**config.mk**
```make
export PLATFORM = sky130hd
export DESIGN_NAME = mpu_result_drain_flat
export DESIGN_NICKNAME = d
export VERILOG_FILES = /design/src/rtl/mpu_result_drain_if.sv /design/src/rtl/mpu_result_drain.sv /design/src/flat_wrapper.sv
export SDC_FILE = /design/constraint.sdc
export NUM_CORES = 1
export LEC_CHECK = 0
export CORE_UTILIZATION = 50
export CTS_CLUSTER_DIAMETER = 50
export DETAILED_ROUTE_END_ITERATION = 6
export DONT_BUFFER_PORTS = 1
export PLACE_DENSITY_LB_ADDON = 0.2
export SLEW_MARGIN = 5
export SYNTH_ARGS = -nofsm -noshare
export SYNTH_HDL_FRONTEND = slang
export SYNTH_SLANG_ARGS = --single-unit
```
**constraint.sdc**
```tcl
create_clock -name clk -period 3.3 [get_ports clk]
set_input_delay 0 -clock clk [delete_from_list [all_inputs] [get_ports clk]]
set_output_delay 0 -clock clk [all_outputs]
set_load 0.01 [all_outputs]
```
**src/rtl/mpu_result_drain_if.sv**
```systemverilog
// Result stream from the drain block to the writeback path: one accumulator
// column per beat, carrying the raw value, its requantized byte and its column index.
interface mpu_result_drain_if #(
    parameter int N     = 4,
    parameter int ACC_W = 17
);
    localparam int IDX_W = $clog2(N);

    logic             m_valid;
    logic             m_ready;
    logic [ACC_W-1:0] m_data_raw;
    logic [7:0]       m_data_q;
    logic [IDX_W-1:0] m_idx;
    logic             m_last;

    modport master (
        output m_valid,
        output m_data_raw,
        output m_data_q,
        output m_idx,
        output m_last,
        input  m_ready
    );

    modport slave (
        input  m_valid,
        input  m_data_raw,
        input  m_data_q,
        input  m_idx,
        input  m_last,
        output m_ready
    );
endinterface

```
**src/rtl/mpu_result_drain.sv**
```systemverilog
// Waits a programmable delay after start, snapshots one row of MAC accumulators
// and streams them out column by column with a saturated 8-bit requantized copy.
module mpu_result_drain #(
    parameter int N     = 4,
    parameter int ACC_W = 17
) (
    input  logic                clk,
    input  logic                rst,
    input  logic                start,
    input  logic [7:0]          wait_cycles,
    input  logic [4:0]          shift,
    input  logic [N*ACC_W-1:0]  c_in,
    output logic                busy,
    output logic                done,
    mpu_result_drain_if.master  m
);
    localparam int IDX_W = $clog2(N);
    localparam logic [IDX_W-1:0] LAST_IDX = IDX_W'(N - 1);

    typedef enum logic [1:0] {IDLE, WAIT, STREAM} state_t;

    state_t           state;
    state_t           state_nxt;
    logic [7:0]       cnt;
    logic [4:0]       shift_r;
    logic [IDX_W-1:0] idx;
    logic [ACC_W-1:0] cap_buf [N];
    logic             done_r;
    logic             xfer;
    logic             final_xfer;
    logic [ACC_W-1:0] cur;
    logic [ACC_W-1:0] shifted;

    assign xfer       = (state == STREAM) && m.m_ready;
    assign final_xfer = xfer && (idx == LAST_IDX);

    always_ff @(posedge clk or negedge rst) begin
        if (!rst) begin
            state <= IDLE;
        end else begin
            state <= state_nxt;
        end
    end

    always_comb begin
        state_nxt = state;
        case (state)
            IDLE:    if (start) state_nxt = WAIT;
            WAIT:    if (cnt == 8'd0) state_nxt = STREAM;
            STREAM:  if (final_xfer) state_nxt = IDLE;
            default: state_nxt = IDLE;
        endcase
    end

    // The buffer is loaded only on the capture cycle, so later c_in activity
    // cannot leak into a stream that is already in progress.
    always_ff @(posedge clk or negedge rst) begin
        if (!rst) begin
            cnt     <= 8'd0;
            shift_r <= 5'd0;
            idx     <= '0;
            done_r  <= 1'b0;
            for (int j = 0; j < N; j++) begin
                cap_buf[j] <= '0;
            end
        end else begin
            done_r <= final_xfer;
            case (state)
                IDLE: begin
                    if (start) begin
                        cnt     <= wait_cycles;
                        shift_r <= shift;
                    end
                end
                WAIT: begin
                    if (cnt != 8'd0) begin
                        cnt <= cnt - 8'd1;
                    end else begin
                        idx <= '0;
                        for (int j = 0; j < N; j++) begin
                            cap_buf[j] <= c_in[j*ACC_W +: ACC_W];
                        end
                    end
                end
                STREAM: begin
                    if (xfer) begin
                        idx <= final_xfer ? '0 : idx + 1'b1;
                    end
                end
                default: ;
            endcase
        end
    end

    // Outputs come only from registered state, never from m_ready.
    always_comb begin
        cur     = cap_buf[idx];
        shifted = (int'(shift_r) >= ACC_W) ? '0 : (cur >> shift_r);

        busy         = (state != IDLE);
        done         = done_r;
        m.m_valid    = (state == STREAM);
        m.m_data_raw = '0;
        m.m_data_q   = 8'd0;
        m.m_idx      = '0;
        m.m_last     = 1'b0;
        if (state == STREAM) begin
            m.m_data_raw = cur;
            m.m_data_q   = (shifted > ACC_W'(255)) ? 8'hFF : shifted[7:0];
            m.m_idx      = idx;
            m.m_last     = (idx == LAST_IDX);
        end
    end
endmodule

```
**src/flat_wrapper.sv**
```systemverilog
// flat-port wrapper written by rule: the top's interface ports become plain ports
module mpu_result_drain_flat 
#(
    parameter int N     = 4,
    parameter int ACC_W = 17
)
  (clk, rst, start, wait_cycles, shift, c_in, busy, done, m_m_valid, m_m_data_raw, m_m_data_q, m_m_idx, m_m_last, m_m_ready);
  mpu_result_drain_if #(.N(N), .ACC_W(ACC_W)) m_i ();
  input  logic clk;
  input  logic rst;
  input  logic start;
  input  logic [7:0] wait_cycles;
  input  logic [4:0] shift;
  input  logic [N*ACC_W-1:0] c_in;
  output logic busy;
  output logic done;
  output wire logic [$bits(m_i.m_valid)-1:0] m_m_valid;
  output wire logic [$bits(m_i.m_data_raw)-1:0] m_m_data_raw;
  output wire logic [$bits(m_i.m_data_q)-1:0] m_m_data_q;
  output wire logic [$bits(m_i.m_idx)-1:0] m_m_idx;
  output wire logic [$bits(m_i.m_last)-1:0] m_m_last;
  input wire logic [$bits(m_i.m_ready)-1:0] m_m_ready;
  assign m_m_valid = m_i.m_valid;
  assign m_m_data_raw = m_i.m_data_raw;
  assign m_m_data_q = m_i.m_data_q;
  assign m_m_idx = m_i.m_idx;
  assign m_m_last = m_i.m_last;
  assign m_i.m_ready = m_m_ready;
  mpu_result_drain #(.N(N), .ACC_W(ACC_W)) u_core (.clk(clk), .rst(rst), .start(start), .wait_cycles(wait_cycles), .shift(shift), .c_in(c_in), .busy(busy), .done(done), .m(m_i));
endmodule
```
Yosys cells after proc, flatten, opt, wreduce, memory -nomap -nowiden
Index checks and enable logic that the tools add are counted.
{"block": "totals", "inputBits": 85, "reg_bits": 86, "wordCells": 59}
{"block": "classes", "add_sub_neg": 2, "reduce_logical": 13, "eq_ne": 9, "n_shift": 1, "bitwise": 2, "n_lt_le_gt_ge": 3, "n_mux": 20}
{"operator": "$mux W17", "count": 4}
{"operator": "$bmux W17 S2", "count": 1}
{"operator": "$mux W8", "count": 4}
{"operator": "$gt A17 B8 Y1 const B", "count": 1}
{"operator": "$shr A17 B5 Y17", "count": 1}
{"operator": "$pmux W8 S2", "count": 1}
{"operator": "$mux W2", "count": 7}
{"operator": "$reduce_and A3 Y1", "count": 3}
{"operator": "$logic_not A8 Y1", "count": 1}
{"operator": "$ne A2 B1 Y1 const B", "count": 4}
{"operator": "$reduce_bool A8 Y1", "count": 1}
{"operator": "$sub A8 B1 Y8 const B", "count": 1}
{"operator": "$pmux W2 S3", "count": 1}
{"operator": "$reduce_bool A2 Y1", "count": 3}
{"operator": "$ge A5 B5 Y1 const B", "count": 1}
{"operator": "$eq A2 B2 Y1 const B", "count": 2}
{"operator": "$ne A2 B2 Y1 const B", "count": 2}
{"operator": "$pmux W2 S2", "count": 1}
{"operator": "$reduce_and A2 Y1", "count": 2}
{"operator": "$ge A3 B3 Y1 const B", "count": 1}
{"operator": "$not A2 Y3", "count": 1}
{"operator": "$add A2 B1 Y2 const B", "count": 1}
{"operator": "$eq A2 B1 Y1 const B", "count": 1}
{"operator": "$logic_and A1 B1 Y1", "count": 2}
{"operator": "3 further kinds", "count": 3}

Depth between registers and ports, before layout
{"block": "logic_depth", "word_depth": 9, "mapped_depth": 11, "depth_no_buf": 8}

Worst setup path after synthesis
No wires, ideal clock.
{"block": "synth_path", "path_type": "register to register", "start": "reg u_core.cnt[0]", "end": "reg u_core.cap_buf[15] in the netlist's numbering", "slack_ns": 0.660, "setup_ns": 0.125, "arrival_time_ns": 2.515, "t_required_ns": 3.175, "synth_period_minus_slack_ns": 2.640, "path_stages_with_launch": 10, "path_cell_list": "dfrtp_1 inv_1 ha_1 or3b_1 or3_4 or4b_4 buf_6 buf_6 buf_8 mux2_4"}
{"block": "synth_via", "elab_chain_cells": 3}
{"element": "start, declared", "line_no": "mpu_result_drain.sv:24", "text": "logic [7:0] cnt;"}
{"element": "start signal, assigned", "line_no": "mpu_result_drain.sv:71", "text": "cnt <= wait_cycles;"}
{"element": "start signal, assigned", "line_no": "mpu_result_drain.sv:77", "text": "cnt <= cnt - 8'd1;"}
{"element": "$reduce_bool A8 Y1", "line_no": "mpu_result_drain.sv:76", "text": "if (cnt != 8'd0) begin"}
{"element": "$not A1 Y1 (no source line)"}
{"element": "$reduce_and A2 Y1 (no source line)"}
{"element": "end signal, assigned by index", "line_no": "mpu_result_drain.sv:81", "text": "cap_buf[j] <= c_in[j*ACC_W +: ACC_W];"}
{"element": "end, declared", "line_no": "mpu_result_drain.sv:27", "text": "logic [ACC_W-1:0] cap_buf [N];"}
No other way between the ends.
A chain may end at the register's enable or synchronous reset.

Final worst setup path
{"block": "layout_path", "start": "reg u_core.idx[0]", "end": "out m_m_data_q[6]"}
{"block": "layout_via", "elab_chain_cells": 9}
{"element": "start, declared", "line_no": "mpu_result_drain.sv:26", "text": "logic [IDX_W-1:0] idx;"}
{"element": "start signal, assigned", "line_no": "mpu_result_drain.sv:87", "text": "idx <= final_xfer ? '0 : idx + 1'b1;"}
{"element": "$not A2 Y3 (implied by the code) *", "line_no": "mpu_result_drain.sv:97", "text": "cur = cap_buf[idx];"}
{"element": "$bmux W17 S2 *", "line_no": "mpu_result_drain.sv:97"}
{"element": "$mux W17 (implied by the code) * (2 in a row)", "line_no": "mpu_result_drain.sv:97"}
{"element": "$shr A17 B5 Y17 *", "line_no": "mpu_result_drain.sv:98", "text": "shifted = (int'(shift_r) >= ACC_W) ? '0 : (cur >> shift_r);"}
{"element": "$mux W17 *", "line_no": "mpu_result_drain.sv:98"}
{"element": "$gt A17 B8 Y1", "line_no": "mpu_result_drain.sv:109", "text": "m.m_data_q = (shifted > ACC_W'(255)) ? 8'hFF : shifted[7:0];"}
{"element": "$mux W8 *", "line_no": "mpu_result_drain.sv:109"}
{"element": "$mux W8 *", "line_no": "mpu_result_drain.sv:107", "text": "if (state == STREAM) begin"}
{"element": "end, declared", "line_no": "flat_wrapper.sv:19", "text": "output wire logic [$bits(m_i.m_data_q)-1:0] m_m_data_q;"}
Mark *: on every way between the ends. The rest lies on a longest branch, timed or not. The select of a mux whose other input is x is not followed.

==> key figures <==
Synthesis
  – Syn_area_per_cell: 12.1 µm²
  – Number of synthesized flops with an enable pin: 0
  – Synth Register Bits: 86
  – Synth top area share: 39.8%
  – Area contributors post-synth: dfrtp_1, mux2_2, mux4_2, mux2_4, mux2i_1
  – Count of different cell masters after synthesis: 52
  – Ys Warns: 0
  – Primary FF master, synth: dfrtp_1
  – Post-synthesis sequential area ratio: 39.8%
  – Async S/R FF share, synth: 100%
  – Post-Synthesis Cells: 447
  – Mapped Area: 5410 µm²
  – Area leader, netlist: dfrtp_1
  – Mapped Nets: 537

Setup path
  – Crit-path leading delay family: multiplexers
  – CP cell instances: buf_6, mux2_2, mux4_2, mux2i_1, o211ai_1, o31ai_4, o21ai_0, buf_4
  – Worst setup EP type: primary output
  – WP data required: 3300 ps
  – R2R Setup Slk: 560 ps
  – CP peak stage delay: 530 ps
  – Crit path max fanout: 26
  – Startpoint types: register
  – Crit path buffers/inverters: 2
  – CP max stage cell: mux4_2
  – Critical path type: register to primary output
  – Critical Path AT: 3150 ps

Detailed routing
  – Detailed Routing Iterations Pass 1: 4
  – Post-DRT Antenna Nets: 0
  – Iteration-0 DRC Markers: 242
  – Drt wl/cell: 19.8 µm
  – Vias per cell: 5.84
  – WL final: 13.1 mm
  – DRC viols: 0
  – Vias: 3863

Power and ir drop
  – Leak: 2.73 nW
  – P per Cell Area: 762 nW/µm²
  – Peak VDD IR: 0.452 mV

STA
  – Fin. Hold Viols: 1
  – RSZ-0062 raised after global routing: no
  – Max Clock Freq: 318 MHz
  – Setup TNS Final: 0 ps
  – Worst-Margin Slew: 687 ps
  – Fin crit period: 3150 ps
  – Max Slew Vio Count: 0
  – Crit share post-route: 95.3%
  – Slew margin rel.: 53.9%
  – Setup-failing EPs final: 0
  – Layout Skew: 16.1 ps
  – Fin Hold WS: -8.13 ps

Placed design
  – Port bufs: 0
  – GPL Wtd Cong: 0.889
  – Area after DPL: 5480 µm²
  – HPWL after detailed placement: 8.93 mm
  – Post-Place Cells: 562

Floorplanning
  – # IOs: 116
  – Starting Density: 51.9%
  – Chip height: 106 µm
  – Std-Cell Rows: 37
  – Die ar.: 11200 µm²
  – Die width: 106 µm
  – Core footprint: 10400 µm²

Clock tree
  – H-tree levels: 3
  – Total clock buffers created by CTS: 9
  – CTS Sinks: 86
  – Clock root cell: clkbuf_8
  – Clock slew at reported path FFs: 100 ps
  – TritonCTS clock tree: done
  – Clk Latency, worst-skew pair: 380 ps
  – Post-CTS setup buffers: 0
  – Buffer depth of the longest clock path: 2

Global route
  – Largest net degree at the start of global routing: 87
  – Vias in the first global route: 4071
  – GR Util All Layers: 25.2%
  – Initial antenna violation count: 0
  – Grt ovf: 0
  – Global-route wire length before repair: 21.4 mm

Outcome
  – Status: finished, violations left
  – Failing checks: negative hold slack

Cells and area
  – Layout cells sized above 1: 31.4%
  – Most common cell after layout, fill and taps aside: dfrtp_1
  – Most frequent cells in the layout: dfrtp_1, dlygate4sd3_1, mux2_2, nor2_1, mux4_2
  – Synthesis-to-layout area growth: 21.5%
  – Diodes inserted: 0
  – Post-route cell area: 6570 µm²
  – Final nets: 612
  – Final cell count without fillers: 662

Job
  – Max-capacitance violation count: 0

Worst hold path
  – Hold Path Class: input port to register
-- registers in the layout (all words and copies together), names as in the netlist --
signal	count
u_core.idx	2
u_core.done	1
u_core.cnt	8
u_core.cap_buf	68
u_core.shift_r	5
u_core.state	2
-- through the flow --
step / utilization, % / hold slack, ps / power, mW / setup WS [ps]
CTS: 63.0 / 5.20 / 5.00 / 75.2
floorplan: - / -296 / 3.56 / 660
global placement: 52.6 / -292 / 4.03 / 588
global route: 63.0 / 1.02 / 5.33 / 14.6
detailed placement: 52.6 / -293 / 4.06 / 507
finish: 63.0 / -8.13 / 5.00 / 154
-- layer usage --
layer | wire length (µm) | vias up | share of wire, % | track usage [%]
li1 | - | 1806 | - | -
met1 | 5580 | 1927 | 43 | 31.7
met2 | 6550 | 111 | 50 | 42.3
met5 | 0 | - | 0 | 0
met4 | 221 | 0 | 1.7 | 8.53
met3 | 759 | 19 | 5.8 | 6.81
-- repair_timing --
| item | in CTS | in global routing |
|---|---|---|
| endpoints found under the hold margin | 170 | 0 |
| endpoints found under the setup margin | 0 | 3 |
| resized for setup | 0 | 1 |
| hold buffers | 85 | 0 |
-- where the power goes --
group	internal [mW]	total, mW	leakage [nW]	switching (mW)
logic	1.27	2.60	1.62	1.32
registers	1.30	1.59	1.01	0.287
clock network	0.425	0.820	0.107	0.394
total	3.00	5.00	2.73	2.01
-- path summary, 6_finish.rpt --
path | start | end | cells past startpoint
setup / recovery | u_core.idx[0] | m_m_data_q[6] | 8
hold / removal | m_m_ready | u_core.idx[0] | 2
setup reg to reg | u_core.cnt[0] | u_core.cap_buf[38] | 7
hold reg to reg | u_core.cap_buf[58] | u_core.cap_buf[58] | 1
max in group asynchronous | rst | u_core.cap_buf[37] | 2
min in group asynchronous | rst | u_core.cap_buf[59] | 2
-- cells in the mapped netlist, types with 2 or more instances --
library cell  count
dfrtp_1          86
mux2_2           81
nor2_1           33
mux4_2           28
mux2_4           20
nand2_1          18
a21oi_1          17
mux2i_1          17
nor3_1           16
clkbuf_1         14
and2_1           11
inv_1            11
o21ai_0          10
buf_2             7
a211oi_1          6
ha_1              5
nand2b_1          5
nand3_1           5
o22ai_1           5
buf_4             4
buf_6             4
o211ai_1          4
a22o_1            3
buf_1             3
o31ai_1           3
a21boi_0          2
buf_8             2
nor2b_1           2
o21a_1            2
-- cell families after synthesis --
group,share of synthesized area [%]
compound gates,7.92
xor+xnor,0.162
fa+ha+maj,1.16
buf+inv,4.61
flops,39.8
mux,37.2
simple gates,9.10
-- cell type report --
cell class | instances | area [µm²]
Inverter | 12 | 45.0
Timing Repair Buffer | 98 | 982
Clock buffer | 10 | 128
Multi-Input combinational cell | 315 | 3000
Fill cell | 854 | 3850
Tap cell | 136 | 170
Sequential cell | 86 | 2150
Clock inverter | 5 | 82.6
No activity file was read; power rests on OpenSTA's default activity.
